File: src/rtl/csr_trap_seq_pkg.sv
// Shared definitions for the CSR trap/mret/Zicsr sequencer.
package csr_trap_seq_pkg;

    // CSR addresses touched by the sequencer
    localparam logic [31:0] MSTATUS_A = 32'h300;
    localparam logic [31:0] MTVEC_A   = 32'h305;
    localparam logic [31:0] MEPC_A    = 32'h341;
    localparam logic [31:0] MCAUSE_A  = 32'h342;

    // mstatus field positions
    localparam int unsigned MIE_BIT  = 3;
    localparam int unsigned MPIE_BIT = 7;
    localparam int unsigned MPP_LO   = 11;
    localparam int unsigned MPP_HI   = 12;

    // Zicsr operation encodings
    typedef enum logic [1:0] {
        OP_NONE = 2'b00,
        OP_RW   = 2'b01,
        OP_RS   = 2'b10,
        OP_RC   = 2'b11
    } csr_op_e;

    // Sequencer states: one CSR access per non-idle state
    typedef enum logic [3:0] {
        S_IDLE    = 4'd0,
        S_T_EPC   = 4'd1,
        S_T_CAUSE = 4'd2,
        S_T_STAT  = 4'd3,
        S_T_VEC   = 4'd4,
        S_M_STAT  = 4'd5,
        S_M_EPC   = 4'd6,
        S_C_RW    = 4'd7,
        S_DONE    = 4'd8
    } state_e;

    // mstatus transform selector
    typedef enum logic {
        UPD_TRAP = 1'b0,
        UPD_MRET = 1'b1
    } upd_mode_e;

endpackage

File: src/rtl/csr_mstatus_upd.sv
// Combinational mstatus rewrite for trap entry and mret.
module csr_mstatus_upd
    import csr_trap_seq_pkg::*;
(
    input  logic [31:0] old_i,
    input  upd_mode_e   mode_i,
    output logic [31:0] new_o
);

    // Trap stacks MIE into MPIE and enters M-mode; mret unstacks and clears MPP
    always_comb begin
        new_o = old_i;
        if (mode_i == UPD_TRAP) begin
            new_o[MPIE_BIT]        = old_i[MIE_BIT];
            new_o[MIE_BIT]         = 1'b0;
            new_o[MPP_HI:MPP_LO]   = 2'b11;
        end else begin
            new_o[MIE_BIT]         = old_i[MPIE_BIT];
            new_o[MPIE_BIT]        = 1'b1;
            new_o[MPP_HI:MPP_LO]   = 2'b00;
        end
    end

endmodule

File: src/rtl/csr_trap_seq.sv
// Owns the CSR file port; sequences trap entry, mret and Zicsr accesses.
module csr_trap_seq
    import csr_trap_seq_pkg::*;
(
    input  logic        clock,
    input  logic        reset,
    input  logic        trap_valid_i,
    output logic        trap_ready_o,
    input  logic [31:0] trap_pc_i,
    input  logic [31:0] trap_cause_i,
    input  logic        mret_valid_i,
    output logic        mret_ready_o,
    input  logic        csr_valid_i,
    output logic        csr_ready_o,
    input  logic [1:0]  csr_op_i,
    input  logic [31:0] csr_addr_i,
    input  logic [31:0] csr_src_i,
    output logic        done_o,
    output logic        redirect_o,
    output logic [31:0] redirect_pc_o,
    output logic [31:0] old_val_o,
    output logic        csr_rena_o,
    output logic [31:0] csr_raddr_o,
    input  logic [31:0] csr_rdata_i,
    output logic        csr_wena_o,
    output logic [31:0] csr_waddr_o,
    output logic [31:0] csr_wdata_o
);

    state_e      state_q;
    logic [31:0] pc_q;
    logic [31:0] cause_q;
    csr_op_e     op_q;
    logic [31:0] addr_q;
    logic [31:0] src_q;
    logic        done_q;
    logic        redirect_q;
    logic [31:0] redirect_pc_q;
    logic [31:0] old_val_q;

    upd_mode_e   upd_mode;
    logic [31:0] mstatus_new;
    logic [31:0] eff_src;
    logic [31:0] zicsr_wdata;
    logic        zicsr_wena;

    // Fixed-priority accept: trap > mret > csr, only while idle
    always_comb begin
        trap_ready_o = (state_q == S_IDLE) && trap_valid_i;
        mret_ready_o = (state_q == S_IDLE) && mret_valid_i && !trap_valid_i;
        csr_ready_o  = (state_q == S_IDLE) && csr_valid_i && !trap_valid_i && !mret_valid_i;
    end

    assign upd_mode = (state_q == S_M_STAT) ? UPD_MRET : UPD_TRAP;

    csr_mstatus_upd u_mstatus_upd (
        .old_i  (csr_rdata_i),
        .mode_i (upd_mode),
        .new_o  (mstatus_new)
    );

    // Zicsr write value; op 00 behaves as a read-only set
    always_comb begin
        eff_src = (op_q == OP_NONE) ? 32'h0 : src_q;
        case (op_q)
            OP_RW:   zicsr_wdata = src_q;
            OP_RC:   zicsr_wdata = csr_rdata_i & ~eff_src;
            default: zicsr_wdata = csr_rdata_i | eff_src;
        endcase
        zicsr_wena = (op_q == OP_RW) || (eff_src != 32'h0);
    end

    // CSR file port: driven from the current state so read data feeds same-cycle writes
    always_comb begin
        csr_rena_o  = 1'b0;
        csr_raddr_o = 32'h0;
        csr_wena_o  = 1'b0;
        csr_waddr_o = 32'h0;
        csr_wdata_o = 32'h0;
        case (state_q)
            S_T_EPC: begin
                csr_wena_o  = 1'b1;
                csr_waddr_o = MEPC_A;
                csr_wdata_o = pc_q;
            end
            S_T_CAUSE: begin
                csr_wena_o  = 1'b1;
                csr_waddr_o = MCAUSE_A;
                csr_wdata_o = cause_q;
            end
            S_T_STAT, S_M_STAT: begin
                csr_rena_o  = 1'b1;
                csr_raddr_o = MSTATUS_A;
                csr_wena_o  = 1'b1;
                csr_waddr_o = MSTATUS_A;
                csr_wdata_o = mstatus_new;
            end
            S_T_VEC: begin
                csr_rena_o  = 1'b1;
                csr_raddr_o = MTVEC_A;
            end
            S_M_EPC: begin
                csr_rena_o  = 1'b1;
                csr_raddr_o = MEPC_A;
            end
            S_C_RW: begin
                csr_rena_o  = 1'b1;
                csr_raddr_o = addr_q;
                csr_wena_o  = zicsr_wena;
                csr_waddr_o = addr_q;
                csr_wdata_o = zicsr_wdata;
            end
            default: ;
        endcase
    end

    // Sequencer state, request capture and registered completion outputs
    always_ff @(posedge clock or negedge reset) begin
        if (!reset) begin
            state_q       <= S_IDLE;
            pc_q          <= 32'h0;
            cause_q       <= 32'h0;
            op_q          <= OP_NONE;
            addr_q        <= 32'h0;
            src_q         <= 32'h0;
            done_q        <= 1'b0;
            redirect_q    <= 1'b0;
            redirect_pc_q <= 32'h0;
            old_val_q     <= 32'h0;
        end else begin
            done_q     <= 1'b0;
            redirect_q <= 1'b0;
            case (state_q)
                S_IDLE: begin
                    if (trap_valid_i) begin
                        pc_q    <= trap_pc_i;
                        cause_q <= trap_cause_i;
                        state_q <= S_T_EPC;
                    end else if (mret_valid_i) begin
                        state_q <= S_M_STAT;
                    end else if (csr_valid_i) begin
                        op_q    <= csr_op_e'(csr_op_i);
                        addr_q  <= csr_addr_i;
                        src_q   <= csr_src_i;
                        state_q <= S_C_RW;
                    end
                end
                S_T_EPC:   state_q <= S_T_CAUSE;
                S_T_CAUSE: state_q <= S_T_STAT;
                S_T_STAT:  state_q <= S_T_VEC;
                S_T_VEC: begin
                    done_q        <= 1'b1;
                    redirect_q    <= 1'b1;
                    redirect_pc_q <= csr_rdata_i & ~32'h3;
                    state_q       <= S_DONE;
                end
                S_M_STAT:  state_q <= S_M_EPC;
                S_M_EPC: begin
                    done_q        <= 1'b1;
                    redirect_q    <= 1'b1;
                    redirect_pc_q <= csr_rdata_i;
                    state_q       <= S_DONE;
                end
                S_C_RW: begin
                    done_q    <= 1'b1;
                    old_val_q <= csr_rdata_i;
                    state_q   <= S_DONE;
                end
                default:   state_q <= S_IDLE;
            endcase
        end
    end

    assign done_o        = done_q;
    assign redirect_o    = redirect_q;
    assign redirect_pc_o = redirect_pc_q;
    assign old_val_o     = old_val_q;

endmodule

File: config.mk
export PLATFORM = sky130hd
export DESIGN_NAME = csr_trap_seq
export DESIGN_NICKNAME = d
export VERILOG_FILES = /design/src/rtl/csr_trap_seq_pkg.sv /design/src/rtl/csr_mstatus_upd.sv /design/src/rtl/csr_trap_seq.sv
export SDC_FILE = /design/constraint.sdc
export NUM_CORES = 1
export LEC_CHECK = 0
export ABC_CLOCK_PERIOD_IN_PS = 5350
export BUFFER_PORTS_ARGS = -buffer_cell sky130_fd_sc_hd__buf_4
export CAP_MARGIN = 15
export CORE_ASPECT_RATIO = 1.4
export CORE_UTILIZATION = 50
export DETAILED_ROUTE_END_ITERATION = 7
export PLACE_DENSITY_LB_ADDON = 0.2
export SYNTH_ARGS = -nofsm -noshare
export SYNTH_HDL_FRONTEND = slang
export SYNTH_SLANG_ARGS = --single-unit
File: constraint.sdc
create_clock -name clock -period 5.35 [get_ports clock]
set_input_delay 1.07 -clock clock [delete_from_list [all_inputs] [get_ports clock]]
set_output_delay 1.07 -clock clock [all_outputs]
set_load 0.02 [all_outputs]
==> results.cfg <==
[timing]
relSlewSlack_pct = 23.4
setup_viol = 0
grt_setup_unrepaired = false
hold_ws_ps = 475
fmax_ghz = 0.250
period_share_pct = 74.8
finalHoldViolations = 0
clock_skew_ps = 12.5
min_period_ps = 4000
tightest_slew_ps = 1150
tns_ps = 0
drv_slew = 0

[synthesis]
syn_area_um2 = 9270
seq_area_frac_synth_pct = 54.0
synth_area_per_cell_um2 = 10.7
yosysWarnings = 0
synth-edff-count = 0
syn_inst = 867
async_reset_ff_share_pct = 100
synthDistinctLibCells = 41
yosysTopAreaCellShare_pct = 54.0
ys.flop_type = dfrtp_1
yosys.area.top_type = dfrtp_1
synth_seq_cells = 200
syn-num-nets = 1034
synth.top_cells.by_area = dfrtp_1, mux2_2, nand2_1

[place]
portBuffers = 333
gp_congestion = 0.819
hpwlAfterDp_mm = 19.4

[detailed_routing]
via_per_inst = 5.55
dr.first_iter.drc_count = 621
drt-total-wl_mm = 27.8
wire_per_inst_um = 19.9
num_vias = 7761
firstDrtPassIters = 6
drtAntennaViolNets = 0
route.detailed.drc = 0

[floorplanning]
dieHeight_um = 163
die-area_um2 = 19100
core_area_um2 = 18100
io_pins = 334
row_count = 58
chipWidth_um = 117
initial_core_util_pct = 51.3

[hold_path]
hp-start = old_val_o[4]
hp-class = reg -> reg
hold_depth = 2
min_to = old_val_o[4]

[worst_setup_path]
critPathLaunchType = register
end_kind = output port
rr_worst_depth = 6
arrival_ps = 2930
r2r_start = state_q[0]
r2r_end = src_q[7]
cp_max_fo = 52
regToRegSetupSlack_ps = 2480
worstSetupPathType = reg -> out
crit_required_ps = 4280

[global_route]
grt_max_degree = 120
antenna_found_initial = 0
grt_util_met3_pct = 6.23
overflow = 0
grt_pass1_vias = 7726
use_met1_pct = 35.5
grt_pass1_wl_mm = 42.0
use_met2_pct = 51.3
top_usage_layer = met2
grt_use_total_pct = 29.7

[outcome]
outcome = completed

[cells_and_area]
syn_to_final_growth_pct = 32.9
drive_above_1_share_pct = 42.5
nets = 1312
antennaDiodeCount = 0
layout_common_cells = buf_4, nand2_1, dfrtp_1
layout_commonest_cell = buf_4

[clock_tree]
cts_tree = done
cts_resized = 0
postCtsSetupRepairBufs = 0
hold_buffers = 0
insertion_delay_ps = 440
cts_made_buffers = 17
clockBufferDepth = 2
h-tree-depth = 4
clk_pin_slew_ps = 80
clockRootBuffer = clkbuf_16
cts.sink_count = 200

[run]
drv_cap = 0

[pwr]
powerDensity_nw_per_um2 = 632
power_frac_seq_pct = 35.9
power.share.combinational_pct = 47.1
switching_power_uw = 3190
switching_share_pct = 41.0
p_int_uw = 4590
irDropWorstVdd_v = 0.000316
p_clk_share_pct = 17.0
p_leak_uw = 0.00611
power by group through the flow:
stage | Clock, uW | Sequential [uW] | Combinational (uW)
3_3_place_gp | 0 | 2790 | 3600
6_report | 1320 | 2790 | 3670
5_1_grt | 1390 | 2890 | 3960
3_5_place_dp | 0 | 2810 | 3680
2_1_floorplan | 0 | 2940 | 2040
4_1_cts | 1340 | 2790 | 3690
Yosys cell counts (4+ instances only):
cell      number
a21oi_1       31
a222oi_1      28
a22oi_1       25
and2_1        29
buf_2         23
buf_4         29
buf_6          4
clkbuf_1      26
dfrtp_1      200
inv_1          5
mux2_1        29
mux2_2       102
nand2_1      203
nand2b_1       7
nor2_1        21
nor3_1         5
nor4_1         8
o21ai_0       52
o21ai_1        9
final cells by class:
cell class              instances  area, um2
repair buffers                344       2590
flip-flops and latches        200       5000
fillers                      1462       5750
multi-input cells             576       3800
well taps                     240        300
inverters                       6       22.5
clock inverters                13        153
clock buffers                  19        453
per-stage QoR:
step	utilization [%]	instance area [um2]	setup slack [ps]	power, uW	std cells
6_report	68.2	12300	1350	7790	1398
4_1_cts	68.2	12300	1300	7820	1398
2_1_floorplan	-	9270	2380	4980	867
3_5_place_dp	64.8	11700	1780	6490	1366
3_3_place_gp	64.8	11700	1780	6390	1366
5_1_grt	68.2	12300	1110	8240	1398
registers in the layout, summed over array words and instances, names as in the netlist:
signal         cells
done_o             1
op_q               2
cause_q           32
redirect_pc_o     32
pc_q              32
redirect_o         1
src_q             32
state_q            4
old_val_o         32
addr_q            32
cell families (layout without fill, tap and decap cells):
| family | after synthesis | count (layout) | share of synthesized area, % |
|---|---|---|---|
| DFF | 200 | 200 | 54.0 |
| muxes | 131 | 131 | 15.9 |
| xor gates and xnor gates | 1 | 1 | 0.0945 |
| buffers and inverters | 91 | 382 | 5.49 |
| and+or+nand+nor | 290 | 290 | 13.8 |
| AOI/OAI and AO/OA | 154 | 154 | 10.7 |
per-layer routing:
layer  share of wire [%]  vias up
met5                   0        -
met4                 3.2        0
met3                 6.4       47
met2                  52      303
met1                  38     3865
li1                    -     3546
worst max-delay path by stage:
stage	start	end	slack, ps	depth (start not counted)
global placement	state_q[0]	csr_raddr_o[6]	1780	5
CTS	state_q[0]	csr_raddr_o[6]	1300	5
global route	state_q[0]	csr_raddr_o[6]	1110	5
detailed placement	state_q[0]	csr_raddr_o[6]	1780	5
finish	state_q[0]	csr_raddr_o[6]	1350	5
floorplan	trap_valid_i	csr_ready_o	2380	4
critical path, cell delays in order, from the launching register on:
cell and delay [ps]:
dfrtp_1 660, nand2b_1 280, nor2_4 890, nand2_1 230, o21ai_0 200, buf_4 220
Power figures use the tool's default switching activity.
